File: src/rtl/char_scanout.sv
// char_scanout: raster scan of the character buffer into a 1-bit pixel stream.
// Buffer read -> font ROM -> shifter, with a block-cursor overlay.
module char_scanout #(
  parameter int COLS      = 80,
  parameter int ROWS      = 24,
  parameter int CHAR_W    = 8,
  parameter int CHAR_H    = 16,
  parameter int ADDR_BITS = 11,
  parameter int CROW_BITS = 4
) (
  input  logic                   clk,
  input  logic                   reset_n,
  input  logic                   frame_start,
  input  logic                   line_start,
  output logic [ADDR_BITS-1:0]   raddr,
  input  logic [7:0]             char_in,
  output logic [8+CROW_BITS-1:0] font_addr,
  input  logic [CHAR_W-1:0]      font_data,
  input  logic [ADDR_BITS-1:0]   cursor_addr,
  input  logic                   cursor_on,
  output logic                   pixel,
  output logic                   pixel_valid
);

  localparam int RB = $clog2(ROWS + 1);
  localparam int CB = $clog2(COLS);
  localparam int PB = $clog2(CHAR_W);

  typedef enum logic [1:0] {IDLE, FETCH, DRAIN} state_t;

  state_t                 state, state_n;
  logic [RB-1:0]          row, row_nx;
  logic [CROW_BITS-1:0]   cell_row, crow_nx;
  logic [ADDR_BITS-1:0]   row_base, base_nx;
  logic [CB-1:0]          col;
  logic [PB-1:0]          phase;
  logic [1:0]             dcnt;
  logic                   line_end, start, flush, last_beat;
  logic                   ld1, ld2, v1, v2, c1, c2;
  logic [CHAR_W-1:0]      shifter;

  assign font_addr = {char_in, cell_row};
  assign pixel     = shifter[CHAR_W-1];
  assign last_beat = (phase == PB'(CHAR_W - 1)) &&
                     (col == CB'(COLS - 1));
  assign line_end  = (state == DRAIN) && (dcnt == 2'd2);

  // Line/row counters as they stand after this edge; a line_start in the
  // final drain cycle sees the completed line already counted.
  always_comb begin
    row_nx  = row;
    crow_nx = cell_row;
    base_nx = row_base;
    if (frame_start) begin
      row_nx  = '0;
      crow_nx = '0;
      base_nx = '0;
    end else if (line_end) begin
      crow_nx = cell_row + 1'b1;
      if (cell_row == CROW_BITS'(CHAR_H - 1)) begin
        row_nx  = row + 1'b1;
        base_nx = row_base + ADDR_BITS'(COLS);
      end
    end
    start = line_start && (row_nx < RB'(ROWS));
    flush = frame_start || start;
  end

  // Next-state logic; frame_start idles, an accepted line_start (re)fetches.
  always_comb begin
    state_n = state;
    case (state)
      IDLE:    state_n = IDLE;
      FETCH:   if (last_beat) state_n = DRAIN;
      DRAIN:   if (dcnt == 2'd2) state_n = IDLE;
      default: state_n = IDLE;
    endcase
    if (frame_start) state_n = IDLE;
    if (start) state_n = FETCH;
  end

  // State register.
  always_ff @(posedge clk) begin
    if (!reset_n) state <= IDLE;
    else          state <= state_n;
  end

  // Scan counters and buffer read address.
  always_ff @(posedge clk) begin
    if (!reset_n) begin
      row      <= '0;
      cell_row <= '0;
      row_base <= '0;
      col      <= '0;
      phase    <= '0;
      dcnt     <= '0;
      raddr    <= '0;
    end else begin
      row      <= row_nx;
      cell_row <= crow_nx;
      row_base <= base_nx;
      dcnt     <= (state == DRAIN && state_n == DRAIN) ?
                  dcnt + 2'd1 : 2'd0;
      if (start) begin
        col   <= '0;
        phase <= '0;
        raddr <= base_nx;
      end else if (state == FETCH) begin
        phase <= phase + 1'b1;
        if (phase == PB'(CHAR_W - 1)) begin
          phase <= '0;
          if (col != CB'(COLS - 1)) begin
            col   <= col + 1'b1;
            raddr <= raddr + 1'b1;
          end
        end
      end
    end
  end

  // Pixel pipeline: load/valid/cursor tags ride along with buffer and ROM
  // latency, then the shifter serialises MSB first.
  always_ff @(posedge clk) begin
    if (!reset_n || flush) begin
      ld1         <= 1'b0;
      ld2         <= 1'b0;
      v1          <= 1'b0;
      v2          <= 1'b0;
      c1          <= 1'b0;
      c2          <= 1'b0;
      pixel_valid <= 1'b0;
      shifter     <= '0;
    end else begin
      ld1         <= (state == FETCH) && (phase == '0);
      ld2         <= ld1;
      v1          <= (state == FETCH);
      v2          <= v1;
      pixel_valid <= v2;
      c1          <= (raddr == cursor_addr) && cursor_on;
      c2          <= c1;
      if (ld2) shifter <= font_data ^ {CHAR_W{c2}};
      else     shifter <= {shifter[CHAR_W-2:0], 1'b0};
    end
  end

endmodule

File: config.mk
export PLATFORM = sky130hd
export DESIGN_NAME = char_scanout
export DESIGN_NICKNAME = d
export VERILOG_FILES = /design/src/rtl/char_scanout.sv
export SDC_FILE = /design/constraint.sdc
export NUM_CORES = 1
export LEC_CHECK = 0
export ABC_AREA = 1
export CELL_PAD_IN_SITES_DETAIL_PLACEMENT = 0
export CELL_PAD_IN_SITES_GLOBAL_PLACEMENT = 1
export CORE_ASPECT_RATIO = 1.5
export CORE_UTILIZATION = 37
export DETAILED_ROUTE_END_ITERATION = 10
export PLACE_DENSITY = 0.77
export SLEW_MARGIN = 10
export SYNTH_ARGS = -nofsm -noshare
export SYNTH_HDL_FRONTEND = slang
export SYNTH_SLANG_ARGS = --single-unit
File: constraint.sdc
create_clock -name clk -period 2 [get_ports clk]
set_clock_uncertainty 0.15 [all_clocks]
set_input_delay 0.4 -clock clk [delete_from_list [all_inputs] [get_ports clk]]
set_output_delay 0.4 -clock clk [all_outputs]
set_load 0.02 [all_outputs]
Word-level counts from Yosys, hierarchy flattened
Cells that the tools add are included.
Word-level totals
  register bits: 60
  input port bits: 32
  output and inout port bits: 25
Operators by class
  bitwise logic cells: 3
  add/subtract/negate cells: 7
  mux-type cells: 17
  magnitude comparators: 1
  reductions and logical operators: 19
  eq/ne operators: 9
Operators by type and width (number)
  two-way mux 11 bit: 7
  two-way mux 5 bit: 3
  adder 11 x 1 -> 11 bit, second input constant: 1
  adder 11 x 7 -> 11 bit, second input constant: 1
  == test 11 bit: 1
  two-way mux 2 bit: 4
  two-way mux 8 bit: 1
  bitwise XOR 8 bit: 1
  adder 7 x 1 -> 7 bit, second input constant: 1
  == test 7 bit, second input constant: 1
  != test 7 bit, second input constant: 1
  == test 2 bit, second input constant: 3
  logical AND 1 bit: 6
  AND reduction 3 bit: 2
  nonzero test 2 bit: 3
  OR reduction 2 bit: 3
  adder 5 x 1 -> 5 bit, second input constant: 1
  < comparator 5 bit, second input constant: 1
  adder 4 x 1 -> 4 bit, second input constant: 1
  == test 4 bit, second input constant: 1
  one-hot mux 2 bit (2 select lines): 1
  adder 3 x 1 -> 3 bit, second input constant: 1
  == test 3 bit, second input constant: 1
  logical NOT 3 bit: 1
  7 further kinds: 9

Longest topological paths before layout
Gate-level depths: netlist of the first run.
  depth in word-level cells: 10
  mapped depth: 14

Worst setup path before layout of the first run
OpenSTA, ideal clock, no wires.
  kind: reg2reg
  start: register cell_row[1]
  end: register raddr[10]
  stages on the path, launching flop included: 14
  slack: 91 ps
  path buffers: 1
  clock period less this slack: 1909 ps
  required time: 1722 ps
  arrival: 1631 ps
  cells stage by stage: dfxtp_1 -> ha_1 -> nand3_1 -> nor2_4 -> nand3_1 -> nand2_1 -> nor2_1 -> nand2_1 -> nand2_2 -> buf_6 -> nand2_1 -> nand2_1 -> nor2_1 -> nor2_1
Between the ends
  longest elaborated chain between the ends: 8
  elaborated cells between the ends (all ways): 14
  those cells by class: order compare (1); eq/ne (1); mux (7); reduce/logical (5)
RTL lines
  start, declared: RTL line 33  | logic [CROW_BITS-1:0] cell_row, crow_nx;
  start signal, assigned: RTL line 100  | cell_row <= crow_nx;
  == test 4 bit *: RTL line 60  | if (cell_row == CROW_BITS'(CHAR_H - 1)) begin
  two-way mux 5 bit: RTL line 60
  two-way mux 5 bit: RTL line 58  | end else if (line_end) begin
  two-way mux 5 bit: RTL line 54  | if (frame_start) begin
  < comparator 5 bit: RTL line 65  | start = line_start && (row_nx < RB'(ROWS));
  logical AND 1 bit: RTL line 65
  nonzero test 2 bit (no line)
  AND reduction 3 bit (no line)
  end signal, assigned: RTL line 107  | raddr <= base_nx;
  end signal, assigned: RTL line 114  | raddr <= raddr + 1'b1;
  end, declared: RTL line 15  | output logic [ADDR_BITS-1:0] raddr,
Every way passes the cells marked *; elsewhere a longest branch is shown, timed or not.
A chain may end at the register's enable or synchronous reset.

Worst setup path in the final report of the first run
  start: register raddr[3]
  end: output raddr[3]
No word-level cell between the ends.

==> results of run 1 <==
[power breakdown]
group	internal [mW]	switching (mW)	leakage (nW)
clock	0.839	0.556	0.132
sequential	1.21	0.0157	0.487
combinational	0.111	0.111	1.04
total	2.16	0.682	1.66
[cells by family after synthesis]
family                     count (synthesis)
and+or+nand+nor                          190
AOI/OAI and AO/OA                         76
buffers and inverters                     71
DFF                                       60
xor gates and xnor gates                  12
adders and majority gates                 11
[sequential cells by signal, indices dropped and copies added (netlist names), 2 cells and up]
register and cells:
state 2, dcnt 2, row 5, cell_row 4, raddr 11, shifter 8, phase 3, col 7
row_base 11
[worst paths after layout]
path,cells after the start,endpoint,start
max,1,raddr[3],raddr[3]
min,2,v2,v1
max reg2reg,12,raddr[4],cell_row[1]
min reg2reg,2,v2,v1
[layer usage]
metal  wire length [um]  GRT usage  part of all wire  vias to the layer above
met5                  0          0                 0                        -
met4                125     0.0802             0.018                        0
met3                266     0.0413             0.038                       11
met2               3650      0.301              0.52                       52
met1               3010      0.214              0.43                     1276
li1                   -          -                 -                     1497
[worst register-to-register path, delay by kind of cell, from the launching register on]
kind,cells,cell delay (ns)
adder cells (fa/ha/maj),1,0.15
AND/OR/NAND/NOR,9,0.90
buffers and inverters,1,0.17
AO/OA/AOI/OAI,1,0.14
flip-flops,1,0.35
[area by class of cell]
type | count | area [um2]
tap | 102 | 128
fill | 804 | 3630
multi-input combinational | 289 | 1590
timing repair buffer | 74 | 679
inverter | 52 | 199
clock buffer | 9 | 225
clock inverter | 7 | 51.3
sequential | 60 | 1210
[what timing repair did]
action,4_1_cts,5_1_grt
hold buffers,0,0
gates resized for setup,2,37
setup endpoints to repair,4,40
setup buffers,0,5
endpoints found under the hold margin,0,0
pin swaps,0,12
[synthesized netlist by cell type (2+ instances only)]
| library cell | count | area share |
|---|---|---|
| o21bai_1 | 2 | 0.0050 |
| o21ai_0 | 33 | 0.055 |
| xor2_1 | 9 | 0.026 |
| nand2_2 | 3 | 0.0063 |
| inv_1 | 52 | 0.065 |
| xnor2_1 | 3 | 0.0088 |
| nor3_1 | 12 | 0.020 |
| nand3b_1 | 2 | 0.0050 |
| a211oi_1 | 3 | 0.0075 |
| a21oi_1 | 33 | 0.055 |
| clkbuf_1 | 4 | 0.0050 |
| nor4_1 | 2 | 0.0042 |
| nor2_1 | 57 | 0.071 |
| nand3_1 | 41 | 0.069 |
| dfxtp_1 | 60 | 0.40 |
| nand4_1 | 2 | 0.0042 |
| nand2_1 | 66 | 0.083 |
| buf_2 | 4 | 0.0067 |
| and3_1 | 2 | 0.0042 |
| ha_1 | 11 | 0.046 |
| buf_4 | 10 | 0.025 |
[per-stage QoR]
step                      setup slack, ns   util  hold slack, ns  power (mW)
after global routing              -0.0923  0.529           0.274        2.96
after global placement             0.0286  0.471           0.248        1.47
final                              0.0526  0.529           0.257        2.84
after detailed placement           0.0152  0.471           0.253        1.47
after CTS                          0.0119  0.507           0.262        2.88
after floorplan                    0.0912      -           0.244        1.37
==> metrics.md, run 1 <==
| Metric | Value |
|---|---|
| Cell variety after synth | `30` |
| Fin crit share | `0.974` |
| Largest family of logic cells by synthesized area | `simple AND/OR/NAND/NOR gates` |
| Port Buf Inserts | `40` |
| Core Area | `0.00771 mm2` |
| TritonCTS clock tree | `done` |
| Antenna violation net count after detailed routing | `0` |
| Synth warnings | `0` |
| Fin Setup TNS | `0 ns` |
| Tightest Hold Check Type | `reg -> reg` |
| Commonest non-fill, non-tap cell in the layout | `nand2_1` |
| Post-route DRC | `0` |
| # IOs | `57` |
| Final setup violation count | `0` |
| Antenna cells | `0` |
| Relative slew margins | `0.789` |
| Vias | `around 2800` |
| Layout cells sized above 1 | `0.159` |
| R2R Setup Slk | `roughly 0.070 ns` |
| CP required | `1.45 ns` |
| Synth Flop Type | `dfxtp_1` |
| Leakage | `between 1.5 and 2 nW` |
| Cell count after synthesis | `420` |
| Clock transition at the registers of the reported paths | `0.05 ns` |
| Worst VDD drop | `between 0.4 and 0.5 mV` |
| Status | `finished clean` |
| Chip width | `75.4 um` |
| Final nets | `529` |
| Crit. End Element | `primary output` |
| Min Clock Period, post-route | `between 1.5 and 2 ns` |
| Fraction of the yosys area taken by sequential cells | `0.401` |
| Longest Clk Path Bufs | `2` |
| CP Class | `reg -> out` |
| Die ar. | `between 0.008 and 0.009 mm2` |
| Clk_lat worst skew | `approximately 0.33 ns` |
| Fin area | `0.00408 mm2` |
| Largest delay contributor family on the critical path | `buffers and inverters` |
| Initial Utilization | `0.388` |
| Register bit total from synthesis | `60` |
| Die height | `roughly 110 um` |
| CTS H-tree lvls | `3` |
| Area after DPL | `about 0.0036 mm2` |
| Pins Over Slew Limit | `0` |
| Setup crit start kind | `flop` |
| Max incr delay on CP | `around 0.64 ns` |
| Power Density | `roughly 700 mW/mm2` |
| RSZ-0062 raised after global routing | `yes` |
| Root Driver | `clkbuf_16` |
| GP Congestion | `roughly 0.85` |
| Vias in the first global route | `2672` |
| Most frequent cells in the layout | `63 x nand2_1, 56 x dfxtp_1, 54 x nor2_1` |
| Placed cell count | `572` |
| Post-synthesis xor/xnor area fraction | `0.0351` |
| 1st-iter DRT viols | `about 130` |
| Routed WL | `7050 um` |
| Worst path slowest cell | `clkdlybuf4s50_1` |
| CTS Buf Count | `9` |
| Hpwl dp | `between 5000 and 6000 um` |
| Site Rows | `39` |
| Post-synthesis mux area share | `0` |
| Max Cap Viol | `0` |
| Achievable clock frequency | `about 500 MHz` |
| Peak fanout along the critical path | `5` |
| Simple-gate share of the synthesized area | `0.276` |
| GR Util All Layers | `0.180` |
| GRT overflow | `0` |
| Worst slew pin tran | `0.317 ns` |
| Post-synth EDFFs | `0` |
| Via density | `approximately 4.8` |
| DRT Pass-1 Iters | `4` |
| WL/cell | `between 10 and 15 um` |
| Global-route wire length before repair | `~12000 um` |
| Mapped cell area | `0.00299 mm2` |
| Post-synthesis net count | `about 460` |
| Hold Vio Cnt, Final | `0` |
| Antenna violations before repair | `0` |
| Worst Path Arrival | `1.40 ns` |
| Final non-filler cell total | `593` |
| Worst path buffer plus inverter count | `1` |
| Syn avg cell area | `about 7.1 um2` |
| Pin count of the biggest net entering global routing | `22` |
| Synth Area in Compound Gates | `0.135` |
| Post-Synth Adder-Cell Area | `0.0460` |
| P&R area growth vs syn | `36.2%` |
| Clk sinks | `60` |
| Async SR Flop Fraction | `0` |
| Worst-path cell chain | `clkdlybuf4s50_1` |
Note: power is estimated with default switching activity, not from simulation.
==> inputs of run 2 (changes only) <==
--- a/config.mk
+++ b/config.mk
@@ -6,6 +6,7 @@
 export NUM_CORES = 1
 export LEC_CHECK = 0
 export ABC_AREA = 1
+export CAP_MARGIN = 5
 export CELL_PAD_IN_SITES_DETAIL_PLACEMENT = 0
 export CELL_PAD_IN_SITES_GLOBAL_PLACEMENT = 1
 export CORE_ASPECT_RATIO = 1.5
==> results of run 2 <==
No change in the layout: final DEF, timing and power equal those of run 1.
==> inputs of run 3 (changes only) <==
--- a/config.mk
+++ b/config.mk
@@ -10,6 +10,7 @@
 export CELL_PAD_IN_SITES_DETAIL_PLACEMENT = 0
 export CELL_PAD_IN_SITES_GLOBAL_PLACEMENT = 1
 export CORE_ASPECT_RATIO = 1.5
+export CORE_MARGIN = 2
 export CORE_UTILIZATION = 37
 export DETAILED_ROUTE_END_ITERATION = 10
 export PLACE_DENSITY = 0.77
==> run 3 against run 2 <==
Register-to-register slack barely moved. Final cell count rose by 1.5%. Largest cell class unchanged. Non-clock buffer count increased by 5. Utilization barely moved. Via count increased by 1.3%. Clock-buffer cell count grew 3. Fmax barely moved. Highest routed layer unchanged. Largest power group unchanged. Sequential cell count unchanged. Critical path type unchanged. Final area rose by 2.5%.
==> metrics.md, run 3 (synthesis results as in run 1) <==
| Metric | Value |
|---|---|
| Worst setup margin | `0.0538 ns (+0.00119 ns)` |
| Post-route DRC | `0 (unchanged)` |
| Chip width | `77.4 um (+2.7%)` |
| Place WS | `-0.0315 ns (-0.0467 ns)` |
| Longest Clk Path Bufs | `2 (unchanged)` |
| Port Buf Inserts | `40 (unchanged)` |
| Achievable clock frequency | `514 MHz (about the same)` |
| R2R Setup Slk | `0.08 ns (about the same)` |
| Multi-input logic area | `0.00163 mm2 (+2.4%)` |
| Status | `finished clean` |
| Hold path start | `ld1` |
| Clk sinks | `60 (unchanged)` |
| CP required | `1.45 ns (about the same)` |
| Via density | `4.77 (-0.21%)` |
| Pins Over Slew Limit | `0 (unchanged)` |
| Leakage | `1.70 nW (+2.3%)` |
| Final nets | `535 (+1.1%)` |
| Most frequent cells in the layout | `62 x nand2_1, 54 x nor2_1, 54 x dfxtp_1` |
| Vias | `2873 (+1.3%)` |
| GP Congestion | `0.811 (-5.1%)` |
| Worst VDD drop | `0.447 mV (-9.8%)` |
| Post-Route Utilization | `0.528 (about the same)` |
| Min Clock Period, post-route | `1.95 ns (-0.00119 ns)` |
| DRT Pass-1 Iters | `4 (unchanged)` |
| P&R area growth vs syn | `39.6%` |
| Site Rows | `40 (+2.6%)` |
| FF-to-FF End | `col[5]` |
| Initial Utilization | `0.378 (-0.00970)` |
| R2R depth | `10 (-2)` |
| # IOs | `57 (unchanged)` |
| M1 GR Usage | `0.192 (-0.0221)` |
| WL/cell | `12.2 um (+3.0%)` |
| Worst slew pin tran | `0.345 ns (+0.0287 ns)` |
| Pin count of the biggest net entering global routing | `22 (unchanged)` |
| Register area | `0.00121 mm2 (+0.21%)` |
| Root Driver | `clkbuf_16` |
| 1st-iter DRT viols | `133 (+6.4%)` |
| RSZ-0062 raised after global routing | `yes` |
| CP Class | `reg -> out` |
| CTS H-tree lvls | `3 (unchanged)` |
| Global-route wire length before repair | `12500 um (+8.0%)` |
| Crit. End Element | `primary output` |
| Setup crit start kind | `flop` |
| Antenna violation net count after detailed routing | `0 (unchanged)` |
| TritonCTS clock tree | `done` |
| Final non-filler cell total | `602 (+1.5%)` |
| Hpwl dp | `5410 um (+3.9%)` |
| Antenna cells | `0 (unchanged)` |
| Power Density | `696 mW/mm2 (-0.22%)` |
| Worst Path Arrival | `1.40 ns (about the same)` |
| Hold Vio Cnt, Final | `0 (unchanged)` |
| Relative slew margins | `0.769 (-0.0192)` |
| Final setup violation count | `0 (unchanged)` |
| Fin Setup TNS | `0 ns (unchanged)` |
| Core Area | `0.00791 mm2 (+2.6%)` |
| Layout cells sized above 1 | `0.193 (+0.0343)` |
| Layer with the highest usage | `met2` |
| Routed WL | `7370 um (+4.6%)` |
| Fin area | `0.00418 mm2 (+2.5%)` |
| Worst hold margin | `0.257 ns (-0.000485 ns)` |
| GR met2 Demand/Resource | `0.324 (+0.0235)` |
| Placed cell count | `577 (+0.87%)` |
| CTS Buf Count | `9 (unchanged)` |
| Tightest Hold Check Type | `reg -> reg` |
| GR Util met3 | `0.0457 (+0.00445)` |
| Fin crit share | `0.973 (about the same)` |
| End of the worst hold path | `ld2` |
| Clk_lat worst skew | `0.33 ns (about the same)` |
| Area after DPL | `0.00366 mm2 (+0.86%)` |
| Die height | `114 um (+1.8%)` |
| Fillers | `811 (+0.87%)` |
| GRT overflow | `0 (unchanged)` |
| Die ar. | `0.00884 mm2 (+4.5%)` |
| Commonest non-fill, non-tap cell in the layout | `nand2_1` |
| Max Cap Viol | `0 (unchanged)` |
| GR Util All Layers | `0.180 (-0.000518)` |
| Hold path cells | `2 (unchanged)` |
| Peak fanout along the critical path | `4 (-1)` |
| Design Power | `2.91 mW (+2.3%)` |
| Top Registers | `raddr (11), row_base (11), shifter (8)` |
| Clock transition at the registers of the reported paths | `0.05 ns (about the same)` |
| Antenna violations before repair | `0 (unchanged)` |
| Worst R2R Start | `phase[0]` |
| Vias in the first global route | `2819 (+5.5%)` |
run 3: how the worst max path moves through the flow:
stage | start | end | cells after the start
2_1_floorplan | cell_row[1] | raddr[10] | 13
6_report | cell_row[2] | font_addr[2] | 2
3_3_place_gp | frame_start | shifter[0] | 9
3_5_place_dp | frame_start | shifter[0] | 9
5_1_grt | state[0] | raddr[9] | 12
4_1_cts | raddr[1] | raddr[1] | 2
run 3: area by class of cell:
type / count / area share
well taps: 105 / 0.0314
inverters: 52 / 0.0476
flip-flops and latches: 60 / 0.289
clock buffers: 12 / 0.0638
multi-input cells: 290 / 0.389
clock inverters: 4 / 0.00539
repair buffers: 79 / 0.173
run 3: routing by layer:
| layer | vias to the layer above | share of wire |
|---|---|---|
| met5 | - | 0 |
| met4 | 0 | 0.023 |
| met3 | 16 | 0.026 |
| met2 | 37 | 0.53 |
| met1 | 1318 | 0.42 |
| li1 | 1502 | - |
run 3: power by group:
group	switching [mW]	internal (mW)	total (mW)	leakage (nW)
logic	0.113	0.113	0.226	1.07
registers	0.0142	1.21	1.23	0.488
clock network	0.526	0.931	1.46	0.144
run 3: critical path, stage by stage, from the launching register on:
cell,delay [ns]
dfxtp_1,0.34
buf_4,0.13
clkdlybuf4s50_1,0.59
run 3: timing repair:
item	CTS	global route
gates resized for setup	2	47
endpoints found under the hold margin	0	0
setup buffers	1	7
cloned	0	1
hold buffers	0	0
pin swaps	1	17
setup endpoints to repair	10	40
